[src/rtl/hour_chime_ctrl_if.sv]
// Clock-time inputs and chime outputs shared between the chime sequencer and its user.
// The master drives time/config and the slave (the sequencer) returns tone/busy/done.
interface hour_chime_ctrl_if #(
   parameter int TONE_W = 20
);
   logic              en;
   logic [5:0]        hour;
   logic [5:0]        min;
   logic [5:0]        sec;
   logic [4:0]        quiet_start;
   logic [4:0]        quiet_end;
   logic [TONE_W-1:0] tone;
   logic              busy;
   logic              done;

   modport master (
      output en, hour, min, sec, quiet_start, quiet_end,
      input  tone, busy, done
   );

   modport slave (
      input  en, hour, min, sec, quiet_start, quiet_end,
      output tone, busy, done
   );
endinterface

[src/rtl/hour_chime_ctrl.sv]
// Hourly/half-hourly strike sequencer: tone is registered and follows a trigger tick by one clock.
// There is no backpressure; a trigger while a sequence is running is dropped, and en low aborts at once.
module hour_chime_ctrl #(
   parameter int TONE_W       = 20,
   parameter int TONE_HOUR    = 20000,
   parameter int TONE_HALF    = 30000,
   parameter int STRIKE_ON_S  = 1,
   parameter int STRIKE_GAP_S = 1,
   parameter int MODE24       = 0,
   parameter int HALF_EN      = 1
) (
   input logic               clk,
   input logic               rst,
   hour_chime_ctrl_if.slave  bus_if
);
   localparam logic [1:0] S_IDLE = 2'd0;
   localparam logic [1:0] S_ON   = 2'd1;
   localparam logic [1:0] S_GAP  = 2'd2;

   localparam logic [3:0]        ON_T      = 4'(STRIKE_ON_S);
   localparam logic [3:0]        GAP_T     = 4'(STRIKE_GAP_S);
   localparam logic [TONE_W-1:0] TONE_HR_V = TONE_W'(TONE_HOUR);
   localparam logic [TONE_W-1:0] TONE_HF_V = TONE_W'(TONE_HALF);

   logic [1:0]        state_q, state_d;
   logic [4:0]        rem_q, rem_d;
   logic [3:0]        t_q, t_d;
   logic [5:0]        sec_q;
   logic [TONE_W-1:0] tone_q, tone_d;
   logic [TONE_W-1:0] val_q, val_d;
   logic              busy_q, busy_d;
   logic              done_q, done_d;

   logic       tick;
   logic       quiet;
   logic       hour_trig;
   logic       half_trig;
   logic [4:0] n_hour;
   logic [5:0] qs, qe;

   assign tick      = (bus_if.sec != sec_q);
   assign qs        = {1'b0, bus_if.quiet_start};
   assign qe        = {1'b0, bus_if.quiet_end};
   assign hour_trig = (bus_if.min == 6'd0) && (bus_if.sec == 6'd0);
   assign half_trig = (HALF_EN != 0) && (bus_if.min == 6'd30) && (bus_if.sec == 6'd0);

   // Equal bounds mean no quiet window; start > end wraps through midnight.
   always_comb begin
      quiet = 1'b0;
      if (qs < qe) begin
         quiet = (bus_if.hour >= qs) && (bus_if.hour < qe);
      end else if (qs > qe) begin
         quiet = (bus_if.hour >= qs) || (bus_if.hour < qe);
      end
   end

   always_comb begin
      n_hour = bus_if.hour[4:0];
      if (MODE24 != 0) begin
         if (bus_if.hour == 6'd0) n_hour = 5'd24;
      end else begin
         if (bus_if.hour >= 6'd12) n_hour = bus_if.hour[4:0] - 5'd12;
         if (n_hour == 5'd0) n_hour = 5'd12;
      end
   end

   always_comb begin
      state_d = state_q;
      rem_d   = rem_q;
      t_d     = t_q;
      tone_d  = tone_q;
      val_d   = val_q;
      busy_d  = busy_q;
      done_d  = 1'b0;
      if (!bus_if.en) begin
         state_d = S_IDLE;
         t_d     = 4'd0;
         rem_d   = 5'd0;
         tone_d  = '0;
         busy_d  = 1'b0;
      end else begin
         case (state_q)
            S_IDLE: begin
               if (tick && !quiet && (hour_trig || half_trig)) begin
                  state_d = S_ON;
                  t_d     = 4'd0;
                  busy_d  = 1'b1;
                  rem_d   = hour_trig ? n_hour : 5'd1;
                  val_d   = hour_trig ? TONE_HR_V : TONE_HF_V;
                  tone_d  = hour_trig ? TONE_HR_V : TONE_HF_V;
               end
            end
            S_ON: begin
               if (tick) begin
                  if (t_q + 4'd1 == ON_T) begin
                     t_d    = 4'd0;
                     tone_d = '0;
                     if (rem_q == 5'd1) begin
                        state_d = S_IDLE;
                        busy_d  = 1'b0;
                        done_d  = 1'b1;
                        rem_d   = 5'd0;
                     end else begin
                        state_d = S_GAP;
                        rem_d   = rem_q - 5'd1;
                     end
                  end else begin
                     t_d = t_q + 4'd1;
                  end
               end
            end
            S_GAP: begin
               if (tick) begin
                  if (t_q + 4'd1 == GAP_T) begin
                     state_d = S_ON;
                     t_d     = 4'd0;
                     tone_d  = val_q;
                  end else begin
                     t_d = t_q + 4'd1;
                  end
               end
            end
            default: begin
               state_d = S_IDLE;
               t_d     = 4'd0;
               rem_d   = 5'd0;
               tone_d  = '0;
               busy_d  = 1'b0;
            end
         endcase
      end
   end

   always_ff @(posedge clk) begin
      if (rst) begin
         state_q <= S_IDLE;
         rem_q   <= 5'd0;
         t_q     <= 4'd0;
         tone_q  <= '0;
         val_q   <= '0;
         busy_q  <= 1'b0;
         done_q  <= 1'b0;
         sec_q   <= bus_if.sec;
      end else begin
         state_q <= state_d;
         rem_q   <= rem_d;
         t_q     <= t_d;
         tone_q  <= tone_d;
         val_q   <= val_d;
         busy_q  <= busy_d;
         done_q  <= done_d;
         sec_q   <= bus_if.sec;
      end
   end

   assign bus_if.tone = tone_q;
   assign bus_if.busy = busy_q;
   assign bus_if.done = done_q;
endmodule

[src/flat_wrapper.sv]
// flat-port wrapper written by rule: the top's interface ports become plain ports
module hour_chime_ctrl_flat 
#(
   parameter int TONE_W       = 20,
   parameter int TONE_HOUR    = 20000,
   parameter int TONE_HALF    = 30000,
   parameter int STRIKE_ON_S  = 1,
   parameter int STRIKE_GAP_S = 1,
   parameter int MODE24       = 0,
   parameter int HALF_EN      = 1
)
  (clk, rst, bus_if_en, bus_if_hour, bus_if_min, bus_if_sec, bus_if_quiet_start, bus_if_quiet_end, bus_if_tone, bus_if_busy, bus_if_done);
  hour_chime_ctrl_if #(.TONE_W(TONE_W)) bus_if_i ();
  input logic clk;
  input logic rst;
  input wire logic [$bits(bus_if_i.en)-1:0] bus_if_en;
  input wire logic [$bits(bus_if_i.hour)-1:0] bus_if_hour;
  input wire logic [$bits(bus_if_i.min)-1:0] bus_if_min;
  input wire logic [$bits(bus_if_i.sec)-1:0] bus_if_sec;
  input wire logic [$bits(bus_if_i.quiet_start)-1:0] bus_if_quiet_start;
  input wire logic [$bits(bus_if_i.quiet_end)-1:0] bus_if_quiet_end;
  output wire logic [$bits(bus_if_i.tone)-1:0] bus_if_tone;
  output wire logic [$bits(bus_if_i.busy)-1:0] bus_if_busy;
  output wire logic [$bits(bus_if_i.done)-1:0] bus_if_done;
  assign bus_if_i.en = bus_if_en;
  assign bus_if_i.hour = bus_if_hour;
  assign bus_if_i.min = bus_if_min;
  assign bus_if_i.sec = bus_if_sec;
  assign bus_if_i.quiet_start = bus_if_quiet_start;
  assign bus_if_i.quiet_end = bus_if_quiet_end;
  assign bus_if_tone = bus_if_i.tone;
  assign bus_if_busy = bus_if_i.busy;
  assign bus_if_done = bus_if_i.done;
  hour_chime_ctrl #(.TONE_W(TONE_W), .TONE_HOUR(TONE_HOUR), .TONE_HALF(TONE_HALF), .STRIKE_ON_S(STRIKE_ON_S), .STRIKE_GAP_S(STRIKE_GAP_S), .MODE24(MODE24), .HALF_EN(HALF_EN)) u_core (.clk(clk), .rst(rst), .bus_if(bus_if_i));
endmodule
[config.mk]
export PLATFORM = sky130hd
export DESIGN_NAME = hour_chime_ctrl_flat
export DESIGN_NICKNAME = d
export VERILOG_FILES = /design/src/rtl/hour_chime_ctrl_if.sv /design/src/rtl/hour_chime_ctrl.sv /design/src/flat_wrapper.sv
export SDC_FILE = /design/constraint.sdc
export NUM_CORES = 1
export LEC_CHECK = 0
export BUFFER_PORTS_ARGS = -buffer_cell sky130_fd_sc_hd__buf_2
export CELL_PAD_IN_SITES_DETAIL_PLACEMENT = 1
export CELL_PAD_IN_SITES_GLOBAL_PLACEMENT = 1
export CORE_MARGIN = 5
export CORE_UTILIZATION = 41
export CTS_BUF_LIST = sky130_fd_sc_hd__clkbuf_16
export CTS_CLUSTER_SIZE = 25
export DETAILED_ROUTE_END_ITERATION = 6
export GPL_ROUTABILITY_DRIVEN = 0
export PLACE_DENSITY = 0.95
export SYNTH_ARGS = -nofsm -noshare
export SYNTH_HDL_FRONTEND = slang
export SYNTH_SLANG_ARGS = --single-unit
export TNS_END_PERCENT = 5
[constraint.sdc]
create_clock -name clk -period 4.25 [get_ports clk]
set_clock_uncertainty 0.05 [all_clocks]
set_input_delay 0.85 -clock clk [delete_from_list [all_inputs] [get_ports clk]]
set_output_delay 0.85 -clock clk [all_outputs]
set_load 0.03 [all_outputs]
# --- Word-level counts from Yosys, hierarchy flattened ---
# Index checks and enable logic that the tools add are counted.
word_totals:
  wordCells: 88
  inputBits: 31
  out_inout_bits: 22
  regBits: 59
classes:
  add_sub_neg: 3
  order_cmp: 5
  eq_ne: 13
  muxes: 34
  bitwise: 5
  n_reduce_logical: 20
ops:
  columns: ["op", "count"]
  rows:
  - ["20-bit two-way mux", 5]
  - ["20-bit one-hot mux with 3 select lines", 1]
  - ["5-bit two-way mux", 7]
  - ["5-bit one-hot mux with 3 select lines", 1]
  - ["14-bit two-way mux", 1]
  - ["2-bit by 1-bit != test with 1-bit output, second input constant", 7]
  - ["6-bit zero test", 2]
  - ["2-bit two-way mux", 6]
  - ["4-bit two-way mux", 3]
  - ["5-bit AND reduction", 2]
  - ["4-bit one-hot mux with 2 select lines", 1]
  - ["1-bit two-way mux", 7]
  - ["6-bit by 5-bit == test with 1-bit output, second input constant", 1]
  - ["6-bit by 4-bit greater-or-equal comparator with 1-bit output, second input constant", 1]
  - ["6-bit by 5-bit greater-or-equal comparator with 1-bit output", 1]
  - ["6-bit by 5-bit < comparator with 1-bit output", 1]
  - ["6-bit != test", 1]
  - ["2-bit one-hot mux with 3 select lines", 1]
  - ["5-bit by 1-bit == test with 1-bit output, second input constant", 1]
  - ["5-bit > comparator", 1]
  - ["1-bit logical AND", 5]
  - ["5-bit zero test", 1]
  - ["5-bit < comparator", 1]
  - ["1-bit NOT", 5]
  - ["other kinds (15)", 17]

# --- Logic depth before layout (Yosys ltp) ---
# Gate-level depths: netlist (run 1).
logic_depth:
  word_depth: 9
  depth_mapped: 10
  ltp_nobuf: 9

# --- Least setup slack after synthesis (run 1) ---
# No wires, ideal clock.
synth_timing:
  path_type: "in2reg"
  startpoint: "input port bus_if_quiet_end[2]"
  endpoint: "register u_core.val_q[11]"
  path_slack_ns: 1.346
  path_stages: 9
  n_path_buf: 0
  arrival_time_ns: 2.740
  setup_time_ns: 0.114
  path_cell_list: "inv_1 > ha_1 > and4_1 > nor2b_1 > or3_1 > o211a_1 > or4b_1 > mux2i_1 > nor2_1"
synth_via:
  elab_chain_cells: 8
  word_cells_on_any_way: 11
  cone_classes: "3 x order compare; 2 x mux; 6 x reduce/logical"
synth_rtl:
  columns: ["element", "line", "text"]
  rows:
  - ["start, declared", "flat_wrapper.sv:21", "input wire logic [$bits(bus_if_i.quiet_end)-1:0] bus_if_quiet_end;"]
  - ["6-bit by 5-bit < comparator with 1-bit output", "hour_chime_ctrl.sv:51, hour_chime_ctrl.sv:53", null]
  - ["1-bit logical OR", "hour_chime_ctrl.sv:53", "quiet = (bus_if.hour >= qs) || (bus_if.hour < qe);"]
  - ["1-bit two-way mux", "hour_chime_ctrl.sv:52", "end else if (qs > qe) begin"]
  - ["1-bit two-way mux (*)", "hour_chime_ctrl.sv:50", "if (qs < qe) begin"]
  - ["1-bit zero test (*)", "hour_chime_ctrl.sv:84", "if (tick && !quiet && (hour_trig || half_trig)) begin"]
  - ["1-bit logical AND (*) (2 in a row)", "hour_chime_ctrl.sv:84", null]
  - ["3-bit AND reduction (no source line) (*)", null, null]
  - ["end signal, assigned", "hour_chime_ctrl.sv:149", "val_q <= val_d;"]
  - ["end, declared", "hour_chime_ctrl.sv:30", "logic [TONE_W-1:0] val_q, val_d;"]
# Mark *: on every way between the ends. The rest lies on a longest branch, timed or not.
# A chain may end at the register's enable or synchronous reset.

# --- Final worst setup path (run 1) ---
layout_timing:
  startpoint: "input port bus_if_hour[3]"
  endpoint: "register u_core.t_q[1]"
layout_via:
  elab_chain_cells: 9
  word_cells_on_any_way: 11
  cone_classes: "2 x order compare; 1 x eq/ne; 2 x mux; 6 x reduce/logical"
layout_rtl:
  columns: ["element", "line", "text"]
  rows:
  - ["start, declared", "flat_wrapper.sv:17", "input wire logic [$bits(bus_if_i.hour)-1:0] bus_if_hour;"]
  - ["6-bit by 5-bit greater-or-equal comparator with 1-bit output / 6-bit by 5-bit < comparator with 1-bit output (equally long branches)", "hour_chime_ctrl.sv:51, hour_chime_ctrl.sv:53", null]
  - ["1-bit logical OR", "hour_chime_ctrl.sv:53", null]
  - ["1-bit two-way mux", "hour_chime_ctrl.sv:52", null]
  - ["1-bit two-way mux (*)", "hour_chime_ctrl.sv:50", null]
  - ["1-bit zero test (*)", "hour_chime_ctrl.sv:84", null]
  - ["1-bit logical AND (*) (2 in a row)", "hour_chime_ctrl.sv:84", null]
  - ["2-bit by 1-bit != test with 1-bit output (no source line) (*)", null, null]
  - ["2-bit AND reduction (no source line) (*)", null, null]
  - ["end signal, assigned", "hour_chime_ctrl.sv:147", "t_q <= t_d;"]
  - ["end, declared", "hour_chime_ctrl.sv:27", "logic [3:0] t_q, t_d;"]
# Marks and branches as above.

==> flow_summary.yaml, run 1 <==
sta:
  fin_crit_sh_pct: 71.3
  max_slew.worst_pin.slew_ns: 1.06
  setup_viol: 0
  rsz0062_at_grt: "false"
  finalMaxSlewViolations: 0
  finalWorstSetupSlack_ns: 1.22
  post-route-min-period_ns: 3.03
  final_hold_viol_count: 0
  fin_setup_tns_ns: 0
  relSlewSlack_pct: 29.0
  max_freq_mhz: 330
place:
  post-dp-hpwl_mm: 4.14
  port_buffers: 41
  dpl-instance-area_um2: 2110
  pre_cts_slack_ns: 1.02
routing:
  drtIter0Drc: 105
  first_pass_iters: 4
  wl_per_cell_um: 16.1
  ant_nets: 0
  vias: 1775
  routed_wl_mm: 5.17
  avgViaCountPerCell: 5.53
  drcViolationCount: 0
cts:
  clkLatencyLatePin_ns: 0.26
  ctsResizeCount: 0
  cts_tree: "done"
  post_cts_buffers: 0
  htreeDepth: 1
  cts.sinks: 25
  postCtsHoldBufs: 0
  cts_made_buffers: 3
  clkSlewWorstSetupHoldPaths_ns: 0.07
  cts_root_buffer: "clkbuf_16"
  max-clock-path-buffers: 2
floorplan:
  fp.dieArea_um2: 6260
  dieWidth_um: 79.2
  start_util_pct: 41.8
  core_area_um2: 4690
  rows: 25
  die_h_um: 79.2
  ioPinCount: 53
synth:
  synth_cells: 235
  ys_types: 53
  ys_seq_area_share_pct: 25.5
  synth_top_cells_by_count: "dfxtp_1 (25), ha_1 (23), inv_1 (20), buf_4 (18), nand2_1 (16)"
  synth_flop_cell: "dfxtp_1"
  avgSynthCellArea_um2: 8.34
  yosys.area.top_type: "dfxtp_1"
  yosysMostFrequentCell: "dfxtp_1"
  synthArstFlopShare_pct: 0
  syn_area_um2: 1960
  synthTopCellsByArea: "dfxtp_1 (26%), ha_1 (15%), buf_4 (6.9%), inv_1 (3.8%), xnor2_1 (3.1%)"
  synth-edff-count: 0
  synth.top_cell.area_share_pct: 25.5
  ys_ff_latch: 25
  yosysWarnings: 0
grt:
  grt_max_degree: 16
  track_usage_pct: 17.1
  antenna_found_initial: 0
  grt_pass1_vias: 1894
  grt-ovfl-total: 0
  grt_pass1_wl_mm: 8.70
pwr:
  p_total_uw: 542
  pwr_density_cell_nw_per_um2: 248
  peakVddDrop_mv: 0.131
  p_leak_nw: 1.03
finish:
  drive_above_1_share_pct: 19.5
  design_area_um2: 2190
  area_growth_pct: 11.6
  num-nets-final: 322
  insertedDiodeCount: 0
  fillCellCount: 603
worst_setup_path:
  critPathLaunchType: "input port"
  critPathLaunch: "bus_if_hour[3]"
  cp.arrival_ns: 3.19
  worst_r2r_endpoint: "u_core.t_q[1]"
  rrSetupSlack_ns: 1.82
  endpoint: "u_core.t_q[1]"
  worst-path-max-fanout: 5
  r2r_start: "u_core.state_q[1]"
  crit_type: "in -> reg"
  rr_worst_depth: 7
  crit_required_ns: 4.40
  end_kind: "flop"
hold_path:
  hold_path.class: "reg -> reg"
job:
  drv_cap: 0
outcome:
  status: "finished clean"
[registers in the layout, indices dropped and copies added, names as in the netlist]
register            cells
u_core.bus_if.busy      1
u_core.sec_q            6
u_core.val_q            3
u_core.rem_q            5
u_core.state_q          2
u_core.t_q              4
u_core.bus_if.done      1
u_core.bus_if.tone      3
[per-stage QoR]
step | util, % | hold WS [ns] | std cells
2_1_floorplan | - | 0.370 | 245
3_3_place_gp | 45.0 | 0.391 | 317
3_5_place_dp | 45.0 | 0.398 | 317
4_1_cts | 46.6 | 0.408 | 321
5_1_grt | 46.6 | 0.428 | 321
6_report | 46.6 | 0.415 | 321
[worst min path at each step]
stage               slack [ns]              from  depth (start not counted)          endpoint
floorplan                 0.37  u_core.val_q[10]                          2  u_core.val_q[10]
global placement          0.39  u_core.val_q[10]                          2  u_core.val_q[10]
detailed placement        0.40  u_core.val_q[10]                          2  u_core.val_q[10]
CTS                       0.41  u_core.val_q[10]                          2  u_core.val_q[10]
global route              0.43  u_core.val_q[10]                          2  u_core.val_q[10]
finish                    0.42  u_core.val_q[10]                          2  u_core.val_q[10]
[logic make-up (layout without fill, tap and decap cells)]
group                    Yosys count  count (layout)  synth area share, %
AO/OA/AOI/OAI                     52              52                 19.4
XOR/XNOR                           9               9                 4.02
adder cells (fa/ha/maj)           23              23                 14.7
buffers and inverters             43              65                 12.1
flip-flops                        25              25                 25.5
multiplexers                       7               7                 3.64
other                              1              11                0.191
AND/OR/NAND/NOR                   75              75                 20.5
[layout by cell type, fill, tap and decap left out, types with 4 or more instances in the layout]
master and instances:
inv_1 21, xnor2_1 7, conb_1 11, mux2i_1 6, nor3_1 7, o21ai_0 9
a32o_1 4, buf_2 41, a21oi_1 11, ha_1 23, nand3_1 9, nand2_1 16
nand2b_1 4, a21o_1 4, nor2_1 14, dfxtp_1 25
[layout make-up]
cell class / count / area, um2 / share of cell area (%)
timing repair buffer: 41 / 205 / 9.38
clock buffer: 3 / 75.1 / 3.43
sequential: 25 / 500 / 22.9
multi-input combinational: 177 / 1260 / 57.6
clock inverter: 1 / 3.75 / 0.172
tap: 54 / 67.6 / 3.09
inverter: 20 / 75.1 / 3.43
[where the power goes]
group / internal, mW / leakage, nW / switching [mW]
Combinational: 0.0366 / 0.779 / 0.0594
Sequential: 0.237 / 0.204 / 0.00122
Clock: 0.126 / 0.0423 / 0.0816
Total: 0.400 / 1.03 / 0.142
[routing by layer]
metal / GRT usage, % / up-vias / part of all wire, %
li1: - / 880 / -
met1: 19.9 / 856 / 43
met2: 32.8 / 32 / 53
met3: 1.36 / 7 / 2.8
met4: 4.81 / 0 / 1.5
met5: 0 / - / 0
[critical path, stage by stage]
cell,delay [ns]
buf_2,0.14
ha_1,0.29
a21o_1,0.16
a211oi_1,0.23
o21ai_0,0.24
o2111ai_1,0.48
and3_1,0.30
nor2b_1,0.29
a32o_1,0.21
Power figures use the tool's default switching activity.
==> run 2, diff against run 1 <==
--- a/config.mk
+++ b/config.mk
@@ -9,12 +9,12 @@
 export CELL_PAD_IN_SITES_DETAIL_PLACEMENT = 1
 export CELL_PAD_IN_SITES_GLOBAL_PLACEMENT = 1
 export CORE_MARGIN = 5
-export CORE_UTILIZATION = 41
+export CORE_UTILIZATION = 38
 export CTS_BUF_LIST = sky130_fd_sc_hd__clkbuf_16
 export CTS_CLUSTER_SIZE = 25
 export DETAILED_ROUTE_END_ITERATION = 6
 export GPL_ROUTABILITY_DRIVEN = 0
-export PLACE_DENSITY = 0.95
+export PLACE_DENSITY = 0.9
 export SYNTH_ARGS = -nofsm -noshare
 export SYNTH_HDL_FRONTEND = slang
 export SYNTH_SLANG_ARGS = --single-unit
==> constraint.sdc (replaced) <==
create_clock -name clk -period 3.1 [get_ports clk]
set_clock_uncertainty 0.05 [all_clocks]
set_input_delay 0.62 -clock clk [delete_from_list [all_inputs] [get_ports clk]]
set_output_delay 0.62 -clock clk [all_outputs]
set_load 0.03 [all_outputs]
==> flow_summary.yaml, run 2 (synthesis results as in run 1) <==
hold_path:
  hold_path.class: "reg -> reg"
floorplan:
  ioPinCount: 53
  start_util_pct: 38.6
  core_area_um2: 5070
  die_h_um: 81.8
  rows: 26
  fp.dieArea_um2: 6700
  dieWidth_um: 81.8
pwr:
  peakVddDrop_mv: 0.223
  pwr_density_cell_nw_per_um2: 339
  p_leak_nw: 1.03
sta:
  rsz0062_at_grt: "false"
  finalWorstSetupSlack_ns: 0.309
  max_freq_mhz: 358
  max_slew.worst_pin.slew_ns: 0.586
  fin_crit_sh_pct: 90.0
  post-route-min-period_ns: 2.79
  fin_setup_tns_ns: 0
  final_hold_viol_count: 0
  relSlewSlack_pct: 60.5
  finalMaxSlewViolations: 0
  setup_viol: 0
  worst_hold_slack_ns: 0.420
cts:
  postCtsHoldBufs: 0
  post_cts_buffers: 0
  cts_tree: "done"
  cts.sinks: 25
  max-clock-path-buffers: 2
  clkSlewWorstSetupHoldPaths_ns: 0.06
  cts_made_buffers: 3
  clkLatencyLatePin_ns: 0.26
  cts_root_buffer: "clkbuf_16"
  ctsResizeCount: 0
  htreeDepth: 1
grt:
  grt-ovfl-total: 0
  antenna_found_initial: 0
  grt_max_degree: 17
  grt_pass1_vias: 1831
  grt.busiest_layer: "met2"
  grt_pass1_wl_mm: 8.28
  track_usage_pct: 16.0
  met2_usage_pct: 28.8
  grt_use_met3_pct: 2.74
  grt_use_met1_pct: 18.7
worst_setup_path:
  cp.arrival_ns: 2.90
  crit_required_ns: 3.21
  crit_family: "compound AO/OA/AOI/OAI gates"
  crit_type: "in -> reg"
  worst-path-max-fanout: 4
  max_stage_delay_ns: 0.62
  end_kind: "flop"
  crit_chain: "buf_2 -> inv_1 -> ha_1 -> a21o_1 -> a211oi_1 -> o21ai_0 -> o211a_1 -> or4b_1 -> mux2i_1 -> nor2_1"
  critPathLaunchType: "input port"
  cp_num_buf_inv: 2
  cpMaxStageDelayCell: "or4b_1"
routing:
  routed_wl_mm: 5.01
  wl_per_cell_um: 14.8
  drcViolationCount: 0
  drtIter0Drc: 54
  ant_nets: 0
  avgViaCountPerCell: 5.21
  vias: 1766
  first_pass_iters: 4
job:
  drv_cap: 0
finish:
  num-nets-final: 324
  insertedDiodeCount: 0
  regMostFlops: "u_core.sec_q"
  top_regs: "u_core.sec_q: 6 flops, u_core.rem_q: 5 flops, u_core.t_q: 4 flops"
  largest_reg_flops: 6
  final_common_cell: "buf_2"
  finish.utilization_pct: 43.9
  design_area_um2: 2230
  layout_common_cells: "buf_2 (41), dfxtp_1 (25), ha_1 (23)"
  drive_above_1_share_pct: 20.4
  area_growth_pct: 13.7
place:
  post-dp-hpwl_mm: 3.98
  dpl-instance-area_um2: 2140
  port_buffers: 41
  pre_cts_slack_ns: 0.0619
outcome:
  status: "finished clean"
run 2: final timing paths:
| path | endpoint | cells past startpoint | start | slack (ns) |
|---|---|---|---|---|
| max | u_core.val_q[11] | 10 | bus_if_quiet_start[3] | 0.31 |
| min | u_core.val_q[10] | 2 | u_core.val_q[10] | 0.42 |
| max reg2reg | u_core.t_q[1] | 7 | u_core.state_q[1] | 0.74 |
| min reg2reg | u_core.val_q[10] | 2 | u_core.val_q[10] | 0.42 |
run 2: worst reg2reg max path: stages, from the launching register on:
cell and delay, ns:
dfxtp_1 0.33, inv_1 0.12, ha_1 0.45, nor4b_1 0.39
a32oi_2 0.21, and3_1 0.26, nor2b_1 0.16, a32o_1 0.29
run 2: layout make-up:
class | count | area [um2]
flip-flops and latches | 25 | 500
inverters | 20 | 75.1
clock buffers | 3 | 75.1
fillers | 653 | 2850
multi-input cells | 177 | 1260
clock inverters | 1 | 8.76
well taps | 70 | 87.6
repair buffers | 43 | 220
run 2: stage by stage:
stage	std cells	power, mW
after floorplan	245	0.428
after global placement	335	0.459
after detailed placement	335	0.465
after CTS	339	0.767
after global routing	339	0.796
final	339	0.756
run 2: layer usage:
layer / vias up / routed length [um]
li1: 880 / -
met1: 832 / 2220
met2: 47 / 2450
met3: 7 / 266
met4: 0 / 76
met5: - / 0
run 2: power breakdown:
part	switching, mW	internal (mW)	leakage, nW	total (mW)
registers	0.00179	0.325	0.204	0.327
clock network	0.120	0.178	0.0415	0.298
logic	0.0795	0.0511	0.790	0.131
total	0.201	0.555	1.03	0.756
==> run 3, diff against run 2 <==
--- a/config.mk
+++ b/config.mk
@@ -5,7 +5,7 @@
 export SDC_FILE = /design/constraint.sdc
 export NUM_CORES = 1
 export LEC_CHECK = 0
-export BUFFER_PORTS_ARGS = -buffer_cell sky130_fd_sc_hd__buf_2
+export BUFFER_PORTS_ARGS = -buffer_cell sky130_fd_sc_hd__buf_4
 export CELL_PAD_IN_SITES_DETAIL_PLACEMENT = 1
 export CELL_PAD_IN_SITES_GLOBAL_PLACEMENT = 1
 export CORE_MARGIN = 5
==> flow_summary.yaml, run 3 (synthesis results as in run 1) <==
sta:
  post-route-min-period_ns: 2.76
  worst_hold_slack_ns: 0.413
  max_slew.worst_pin.slew_ns: 0.551
  max_freq_mhz: 362
  finalMaxSlewViolations: 0
  relSlewSlack_pct: 62.9
  rsz0062_at_grt: "false"
  setup_viol: 0
  fin_crit_sh_pct: 89.0
  final_hold_viol_count: 0
  finalWorstSetupSlack_ns: 0.340
  fin_setup_tns_ns: 0
grt:
  grt_pass1_wl_mm: 8.78
  antenna_found_initial: 0
  grt_max_degree: 16
  grt-ovfl-total: 0
  grt_pass1_vias: 1935
  track_usage_pct: 16.9
routing:
  first_pass_iters: 4
  wl_met1_mm: 2.30
  wl_per_cell_um: 15.8
  top_layer: "met4"
  routed_wl_mm: 5.34
  drtIter0Drc: 46
  avgViaCountPerCell: 5.26
  met2_length_mm: 2.72
  met3WireLength_um: 255
  vias: 1783
  drcViolationCount: 0
  ant_nets: 0
cts:
  htreeDepth: 1
  cts_root_buffer: "clkbuf_16"
  post_cts_buffers: 0
  cts_made_buffers: 3
  max-clock-path-buffers: 2
  postCtsHoldBufs: 0
  ctsResizeCount: 0
  cts_tree: "done"
  cts.sinks: 25
  clkSlewWorstSetupHoldPaths_ns: 0.07
  clkLatencyLatePin_ns: 0.26
worst_setup_path:
  worst_r2r_endpoint: "u_core.state_q[0]"
  end_kind: "flop"
  endpoint: "u_core.val_q[13]"
  worst-path-max-fanout: 5
  crit_required_ns: 3.20
  critPathLaunch: "bus_if_hour[3]"
  rr_worst_depth: 8
  r2r_start: "u_core.t_q[0]"
  crit_type: "in -> reg"
  cp.arrival_ns: 2.86
  rrSetupSlack_ns: 0.67
  critPathLaunchType: "input port"
place:
  dpl-instance-area_um2: 2250
  pre_cts_slack_ns: 0.122
  placed_cells: 335
  port_buffers: 41
  post-dp-hpwl_mm: 4.28
outcome:
  status: "finished clean"
finish:
  fillCellCount: 639
  regMostFlops: "u_core.sec_q"
  insertedDiodeCount: 0
  final_common_cell: "buf_4"
  num-nets-final: 324
  top_regs: "u_core.sec_q: 6 flops, u_core.rem_q: 5 flops, u_core.t_q: 4 flops"
  largest_reg_flops: 6
  drive_above_1_share_pct: 20.1
  area_growth_pct: 18.6
  layout_common_cells: "buf_4 (43), dfxtp_1 (25), ha_1 (23)"
  fin_cells: 339
  design_area_um2: 2330
floorplan:
  die_h_um: 81.8
  ioPinCount: 53
  start_util_pct: 38.6
  fp.dieArea_um2: 6700
  rows: 26
  core_area_um2: 5070
  dieWidth_um: 81.8
job:
  drv_cap: 0
hold_path:
  hold_path.class: "reg -> reg"
pwr:
  p_leak_nw: 1.06
  peakVddDrop_mv: 0.192
  pwr_density_cell_nw_per_um2: 325
-- run 3: stage by stage --
stage	power, mW	utilization (%)
after global placement	0.470	44.3
after global routing	0.799	45.8
after detailed placement	0.477	44.3
after floorplan	0.428	-
final	0.756	45.8
after CTS	0.763	45.8
-- run 3: layout make-up --
cell class	instances	area [um2]	area share [%]
Multi-Input combinational cell	177	1260	54.2
Sequential cell	25	500	21.5
Timing Repair Buffer	43	323	13.9
Tap cell	70	87.6	3.77
Clock buffer	3	75.1	3.23
Inverter	20	75.1	3.23
Clock inverter	1	3.75	0.161
-- run 3: power by group --
part	switching (mW)	leakage, nW	internal (mW)
clock	0.114	0.0423	0.173
sequential	0.00178	0.204	0.325
combinational	0.0803	0.814	0.0618
total	0.196	1.06	0.560
-- run 3: per-layer routing --
layer	up-vias	GRT usage, %
met4	0	5.81
met5	-	0
li1	880	-
met3	5	2.30
met2	49	31.3
met1	849	19.7
-- run 3: how the worst min path moves through the flow --
stage,start,cells past startpoint,end
6_report,u_core.val_q[10],2,u_core.val_q[10]
5_1_grt,bus_if_sec[4],1,u_core.sec_q[4]
4_1_cts,u_core.val_q[10],2,u_core.val_q[10]
3_5_place_dp,u_core.val_q[10],2,u_core.val_q[10]
3_3_place_gp,u_core.val_q[10],2,u_core.val_q[10]
2_1_floorplan,u_core.val_q[10],2,u_core.val_q[10]
-- run 3: worst max-delay path, cell delays in order --
cell and delay (ns):
buf_4 0.13, ha_1 0.29, a21o_1 0.16, a211oi_1 0.21
o21ai_0 0.25, o211a_1 0.28, or4b_1 0.62, mux2i_1 0.23
nor2_1 0.07
